File: src/rtl/mux_n_reg.sv
// N-channel, WIDTH-bit registered selector. The channel is chosen either from a
// software-loaded select register or by a round-robin scan over valid channels.
//
// Valid/ready: a word moves across a channel (in_valid[k]/in_ready[k]) or out of
// the block (out_valid/out_ready) on a rising clk edge where both are high;
// valid never waits on ready, and in_ready[k] is high only for the chosen channel
// while the output register is empty or being drained in the same cycle.
module mux_n_reg #(
   parameter  int WIDTH = 64,
   parameter  int N     = 4,
   localparam int SEL_W = $clog2(N)
) (
   input  logic               clk,
   input  logic               reset_n,
   input  logic [N*WIDTH-1:0] in_data,
   input  logic [N-1:0]       in_valid,
   output logic [N-1:0]       in_ready,
   input  logic               mode,
   input  logic [SEL_W-1:0]   sel,
   input  logic               sel_load,
   output logic [WIDTH-1:0]   out_data,
   output logic               out_valid,
   input  logic               out_ready,
   output logic [SEL_W-1:0]   cur_sel
);

   logic [SEL_W-1:0] sel_reg;
   logic [SEL_W-1:0] rr_ptr;
   logic [SEL_W-1:0] rr_pick;
   logic [SEL_W-1:0] rr_next;
   logic [SEL_W-1:0] chosen;
   logic [SEL_W:0]   idx;
   logic             can_load;
   logic             xfer;
   logic             sel_ok;

   // Scan from the highest offset down so the valid channel closest to rr_ptr wins.
   always_comb begin
      rr_pick = rr_ptr;
      idx     = '0;
      for (int i = N-1; i >= 0; i--) begin
         idx = {1'b0, rr_ptr} + (SEL_W+1)'(i);
         if (idx >= (SEL_W+1)'(N)) idx = idx - (SEL_W+1)'(N);
         if (in_valid[idx[SEL_W-1:0]]) rr_pick = idx[SEL_W-1:0];
      end
   end

   assign chosen   = mode ? rr_pick : sel_reg;
   assign cur_sel  = chosen;
   assign can_load = reset_n && (!out_valid || out_ready);
   assign xfer     = can_load && in_valid[chosen];
   assign sel_ok   = ({1'b0, sel} < (SEL_W+1)'(N));
   assign rr_next  = (chosen == SEL_W'(N-1)) ? '0 : chosen + 1'b1;

   always_comb begin
      in_ready = '0;
      if (can_load) in_ready[chosen] = 1'b1;
   end

   always_ff @(posedge clk or negedge reset_n) begin
      if (!reset_n) begin
         out_data  <= '0;
         out_valid <= 1'b0;
         sel_reg   <= '0;
         rr_ptr    <= '0;
      end else begin
         if (xfer) begin
            out_data  <= in_data[chosen*WIDTH +: WIDTH];
            out_valid <= 1'b1;
         end else if (out_ready) begin
            out_valid <= 1'b0;
         end
         // An in-range load overrides the round-robin advance in the same cycle.
         if (sel_load && sel_ok) begin
            sel_reg <= sel;
            rr_ptr  <= sel;
         end else if (mode && xfer) begin
            rr_ptr <= rr_next;
         end
      end
   end

endmodule

File: config.mk
export PLATFORM = sky130hd
export DESIGN_NAME = mux_n_reg
export DESIGN_NICKNAME = d
export VERILOG_FILES = /design/src/rtl/mux_n_reg.sv
export SDC_FILE = /design/constraint.sdc
export NUM_CORES = 1
export LEC_CHECK = 0
export ABC_AREA = 1
export CAP_MARGIN = 20
export CORE_AREA = 2 2 133 135
export DETAILED_ROUTE_END_ITERATION = 10
export DIE_AREA = 0 0 135 137
export MAX_ROUTING_LAYER = met4
export PLACE_DENSITY = 0.75
export SLEW_MARGIN = 10
export SYNTH_ARGS = -nofsm -noshare
export SYNTH_HDL_FRONTEND = slang
export SYNTH_SLANG_ARGS = --single-unit
File: constraint.sdc
create_clock -name clk -period 2.4 [get_ports clk]
set_input_delay 0.48 -clock clk [delete_from_list [all_inputs] [get_ports clk]]
set_output_delay 0.48 -clock clk [all_outputs]
set_load 0.005 [all_outputs]
# Yosys cells after proc, flatten, opt, wreduce, memory -nomap -nowiden
# Cells that the tools add are included.
[word_totals]
inputBits = 267
word_cells = 59
ff_bits = 69
[op_classes]
reduce_logical = 8
n_shift = 1
order_cmp = 10
muxes = 27
addsub = 8
n_eq_ne = 1
[op_table]
columns = ["cell", "count"]
rows = [
  ["indexed part select 256 x 9 -> 64 bit", 1],
  ["2-to-1 mux 2 bit", 12],
  ["less-than comparator 2 x 3 -> 1 bit (second input constant)", 5],
  ["binary-select mux 1 bit (select 2 bit)", 5],
  ["greater-or-equal comparator 3 bit (second input constant)", 3],
  ["2-to-1 mux 1 bit", 8],
  ["subtractor 2 x 1 -> 2 bit (second input constant)", 4],
  ["adder 2 x 2 -> 3 bit (second input constant)", 2],
  ["logical AND 1 bit", 4],
  ["2-to-1 mux 4 bit", 1],
  ["nonzero test 2 bit", 2],
  ["adder 2 x 1 -> 3 bit (second input constant)", 1],
  ["greater-or-equal comparator 2 x 3 -> 1 bit (second input constant)", 1],
  ["adder 2 x 1 -> 2 bit (second input constant)", 1],
  ["demux 1 bit (select 2 bit)", 1],
  ["equality test 2 bit (second input constant)", 1],
  ["greater-or-equal comparator 2 x 1 -> 1 bit (second input constant)", 1],
  ["logical NOT 1 bit", 1],
  ["logical OR 1 bit", 1],
]

# Longest topological paths before layout
[logic_depth]
depth_word = 16
depth_mapped = 20
depth_no_buf = 18

# Worst setup path after synthesis
# No wires, ideal clock.
[synth_timing]
path_type = "in2out"
startpoint = "in in_valid[3]"
endpoint = "out in_ready[0]"
t_required_ns = 1.920
arrival_time_ns = 1.786
n_path_buf = 2
cell_stages = 15
path_slack_ns = 0.134
path_cell_list = "inv_1 -> nand2_1 -> and2_1 -> nand2_1 -> nand2_1 -> inv_1 -> nand2_1 -> nand2_1 -> nand3_2 -> nand2_4 -> buf_6 -> buf_2 -> ha_1 -> inv_1 -> nor2_1"
[synth_between]
elab_chain_cells = 12
word_cells_on_any_way = 19
cone_classes = "order compare (2); mux (16); reduce/logical (1)"
[synth_lines]
columns = ["element", "line_no", "text"]
rows = [
  ["start, declared", "16", "input logic [N-1:0] in_valid,"],
  ["binary-select mux 1 bit (select 2 bit)", "44", "if (in_valid[idx[SEL_W-1:0]]) rr_pick = idx[SEL_W-1:0];"],
  ["2-to-1 mux 1 bit (implied by the code)", "44", ""],
  ["2-to-1 mux 2 bit (3 in a row)", "44", ""],
  ["2-to-1 mux 2 bit (*)", "44", ""],
  ["2-to-1 mux 2 bit (*)", "48", "assign chosen = mode ? rr_pick : sel_reg;"],
  ["less-than comparator 2 x 3 -> 1 bit (implied by the code) or greater-or-equal comparator 2 x 1 -> 1 bit (tied branches)", "57", "if (can_load) in_ready[chosen] = 1'b1;"],
  ["logical AND 1 bit (implied by the code)", "57", ""],
  ["2-to-1 mux 1 bit (implied by the code)", "57", ""],
  ["demux 1 bit (select 2 bit) (*)", "57", ""],
  ["2-to-1 mux 4 bit (*)", "57", ""],
  ["end, declared", "17", "output logic [N-1:0] in_ready,"],
]
# Mark *: on every way between the ends. The rest lies on a longest branch, timed or not. The select of a mux whose other input is x is not followed.

# Worst setup path after layout
[layout_timing]
startpoint = "reg rr_ptr[0]"
endpoint = "out in_ready[3]"
[layout_between]
elab_chain_cells = 15
word_cells_on_any_way = 34
cone_classes = "add/sub (7); order compare (6); mux (20); reduce/logical (1)"
[layout_lines]
columns = ["element", "line_no", "text"]
rows = [
  ["start, declared", "28", "logic [SEL_W-1:0] rr_ptr;"],
  ["start signal, assigned", "76", "rr_ptr <= sel;"],
  ["start signal, assigned", "78", "rr_ptr <= rr_next;"],
  ["adder 2 x 2 -> 3 bit", "42", "idx = {1'b0, rr_ptr} + (SEL_W+1)'(i);"],
  ["greater-or-equal comparator 3 bit or subtractor 2 x 1 -> 2 bit (tied branches)", "43", "if (idx >= (SEL_W+1)'(N)) idx = idx - (SEL_W+1)'(N);"],
  ["2-to-1 mux 2 bit", "43", ""],
  ["binary-select mux 1 bit (select 2 bit)", "44", ""],
  ["2-to-1 mux 1 bit (implied by the code)", "44", ""],
  ["2-to-1 mux 2 bit (3 in a row)", "44", ""],
  ["2-to-1 mux 2 bit (*)", "44", ""],
  ["2-to-1 mux 2 bit (*)", "48", ""],
  ["less-than comparator 2 x 3 -> 1 bit (implied by the code) or greater-or-equal comparator 2 x 1 -> 1 bit (tied branches)", "57", ""],
  ["logical AND 1 bit (implied by the code)", "57", ""],
  ["2-to-1 mux 1 bit (implied by the code)", "57", ""],
  ["demux 1 bit (select 2 bit) (*)", "57", ""],
  ["2-to-1 mux 4 bit (*)", "57", ""],
]
# Marks and branches as above.

==> impl_metrics.json <==
{
  "grt_use_total": 0.226,
  "cts_root_buffer": "clkbuf_16",
  "syn_avg_cell_area_um2": 6.40,
  "clk_latency_ns": 0.33,
  "status": "finished with violations",
  "io_buffers": 337,
  "cp-end-kind": "primary output",
  "yosys.area_share.simple": 0.195,
  "diodes": 0,
  "ys_ff_latch": 69,
  "dp.cells": 1336,
  "wl_um": 22600,
  "internal_power_mw": 5.36,
  "syn-cell-area_um2": 5160,
  "synth_mux_area_frac": 0,
  "grt_antenna_before_repair": 0,
  "ys_types": 23,
  "finalWorstSetupSlack_ns": -0.262,
  "ios": 338,
  "power_mw": 8.84,
  "cts_sinks": 69,
  "ff_latch_area_um2": 1730,
  "finalHoldViolCount": 0,
  "violations": "negative setup slack",
  "cts_tree": "built",
  "pwr-share-clk": 0.149,
  "die_h_um": 137,
  "fin_area_um2": 9930,
  "vias": 6696,
  "period_needed_ns": 2.66,
  "ctsLongestPathBuffers": 2,
  "holdWs_ns": 0.397,
  "multi_input_area_um2": 3120,
  "ys_top_cells_by_area": "dfrtp_1 (33%), nor2_1 (14%), o21ai_0 (13%), a21oi_1 (12%), inv_1 (5.8%)",
  "worst_pin_slew_ns": 0.903,
  "nFillCells": 1589,
  "core_um2": 17100,
  "cp.arrival_ns": 2.18,
  "drc": 0,
  "gp_congestion": 0.888,
  "initialDrtViolationCount": 214,
  "initial_core_util": 0.302,
  "grt_pass1_wl_um": 31800,
  "syn_inst": 806,
  "synthXorXnorAreaFrac": 0,
  "ys_warn_count": 0,
  "gr-total-overflow": 0,
  "p_sw_mw": 3.48,
  "drv_slew": 0,
  "synth_top_family_by_area": "compound AO/OA/AOI/OAI gates",
  "via_per_inst": 4.87,
  "ant_nets": 0,
  "placementRows": 48,
  "grt_pass1_vias": 6444,
  "p_leak_nw": 4.17,
  "wl_per_cell_um": 16.4,
  "max_freq_mhz": 376,
  "setup_tns_ns": -13.80,
  "dieArea_um2": 18500,
  "yosys.area.top_type": "dfrtp_1",
  "seq_power_share": 0.227,
  "cp-start-kind": "flop",
  "die_x_um": 135,
  "final_util": 0.582,
  "slew_headroom": 0.398,
  "seq_area_frac_synth": 0.335,
  "skew_ns": 0.00882,
  "synthesis.nets": 1077,
  "place_hpwl_um": 14800,
  "drive_gt1_frac": 0.142,
  "area_growth_pct": 92.5,
  "crit_required_ns": 1.92,
  "synth_compound_area_frac": 0.322,
  "cts_made_buffers": 9,
  "combPwrFrac": 0.624,
  "swShare": 0.394,
  "largest_register_ffs": 64,
  "dr.pass1.iters": 4,
  "placed_area_um2": 8710,
  "period_share": 1.11,
  "yosysTopAreaCellShare": 0.335,
  "dp_slack_ns": -0.732,
  "final_nets": 1420,
  "rsz0062_at_grt": "yes",
  "crit_type": "flop to primary output",
  "peakVddDrop_v": 0.000408,
  "setup_viol_count_final": 73,
  "cts.reportedPaths.clkPinSlew_ns": 0.05,
  "synth_fa_ha_area_frac": 0.00970,
  "hp-class": "input pin to asynchronous set/reset pin",
  "htree_levels": 3,
  "final_cells": 1376,
  "p_per_area_nw_per_um2": 890,
  "grt_max_degree": 70,
  "worstPathMaxFanout": 6,
  "maxCapViolCount": 0
}
[final timing paths]
path / startpoint / endpoint / slack, ns / depth (start not counted)
worst min register to register: out_data[63] / out_data[63] / 0.50 / 2
worst max-delay path: rr_ptr[0] / in_ready[3] / -0.26 / 17
min in group clk: out_data[63] / out_data[63] / 0.50 / 2
max in group asynchronous: reset_n / rr_ptr[0] / 1.39 / 2
worst min-delay path: reset_n / out_data[14] / 0.40 / 2
worst max register to register: rr_ptr[0] / out_data[12] / -0.23 / 21
[final cells by class]
cell class                      instances  share of cell area
Tap cell                              225              0.0284
Sequential cell                        69               0.174
Timing Repair Buffer                  395               0.422
Inverter                               84              0.0330
Multi-Input combinational cell        590               0.314
Clock buffer                           11              0.0255
Clock inverter                          2             0.00353
[layer usage]
layer | share of wire | vias to the layer above | GRT usage
li1 | - | 3334 | -
met1 | 0.38 | 3079 | 0.242
met2 | 0.53 | 237 | 0.409
met3 | 0.065 | 46 | 0.0493
met4 | 0.025 | 0 | 0.0862
met5 | 0 | - | -
[cell usage in the layout, fill, tap and decap left out, drive strengths merged]
| cell type | synthesis | final |
|---|---|---|
| buf | 48 | 53 |
| dlygate4sd2 | 0 | 4 |
| clkdlybuf4s15 | 0 | 1 |
| and2 | 1 | 1 |
| ha | 4 | 4 |
| clkinv | 0 | 1 |
| a31oi | 1 | 1 |
| inv | 84 | 84 |
| nand3 | 13 | 13 |
| a22oi | 1 | 1 |
| a21oi | 128 | 128 |
| o21ai | 196 | 196 |
| dfrtp | 69 | 69 |
| clkbuf | 16 | 20 |
| clkdlybuf4s50 | 0 | 326 |
| o31ai | 1 | 1 |
| bufbuf | 0 | 2 |
| nand2 | 47 | 48 |
| bufinv | 0 | 1 |
| nor2 | 197 | 197 |
[cells by family (layout without fill, tap and decap cells)]
group,count (synthesis),in the layout
compound gates,327,327
fa+ha+maj,4,4
buf+inv,148,492
flops,69,69
simple gates,258,259
[worst max-delay path, cell delays in order (launching register included)]
cell     delay, ns
dfrtp_2       0.41
buf_8         0.15
inv_8         0.07
nand2_2       0.05
nand2_1       0.09
nand2_1       0.09
nand2_2       0.09
inv_1         0.05
nand2_2       0.06
nand2_1       0.05
nand2_1       0.06
nand3_2       0.10
nand2_4       0.13
inv_6         0.06
ha_4          0.16
inv_2         0.04
nor2_1        0.03
buf_2         0.15
[cell usage after synthesis]
master and number:
inv_1 80, a22oi_4 1, o21ai_2 1, and2_1 1
buf_4 7, o21ai_1 59, buf_6 13, clkbuf_1 16
a31oi_1 1, o31ai_1 1, a21oi_1 128, buf_2 28
nor2_1 197, nand2_2 2, inv_4 1, o21ai_0 136
nand3_1 12, nand3_2 1, ha_1 4, nand2_1 44
nand2_4 1, dfrtp_1 69, inv_2 3
[repair_timing]
item	4_1_cts	5_1_grt
endpoints found under the setup margin	72	73
setup buffers	9	7
hold buffers	0	0
pin swaps	18	26
gates cloned	4	10
resized for setup	60	111
endpoints found under the hold margin	0	0
[power groups by stage]
stage               sequential (mW)  clock (mW)  combinational, mW
finish                         2.01        1.31               5.52
global route                   2.08        1.39               5.99
CTS                            2.01        1.36               4.85
detailed placement             2.03           0               4.50
global placement               2.01           0               4.45
floorplan                      2.06           0               2.23
No activity file was read; power rests on OpenSTA's default activity.
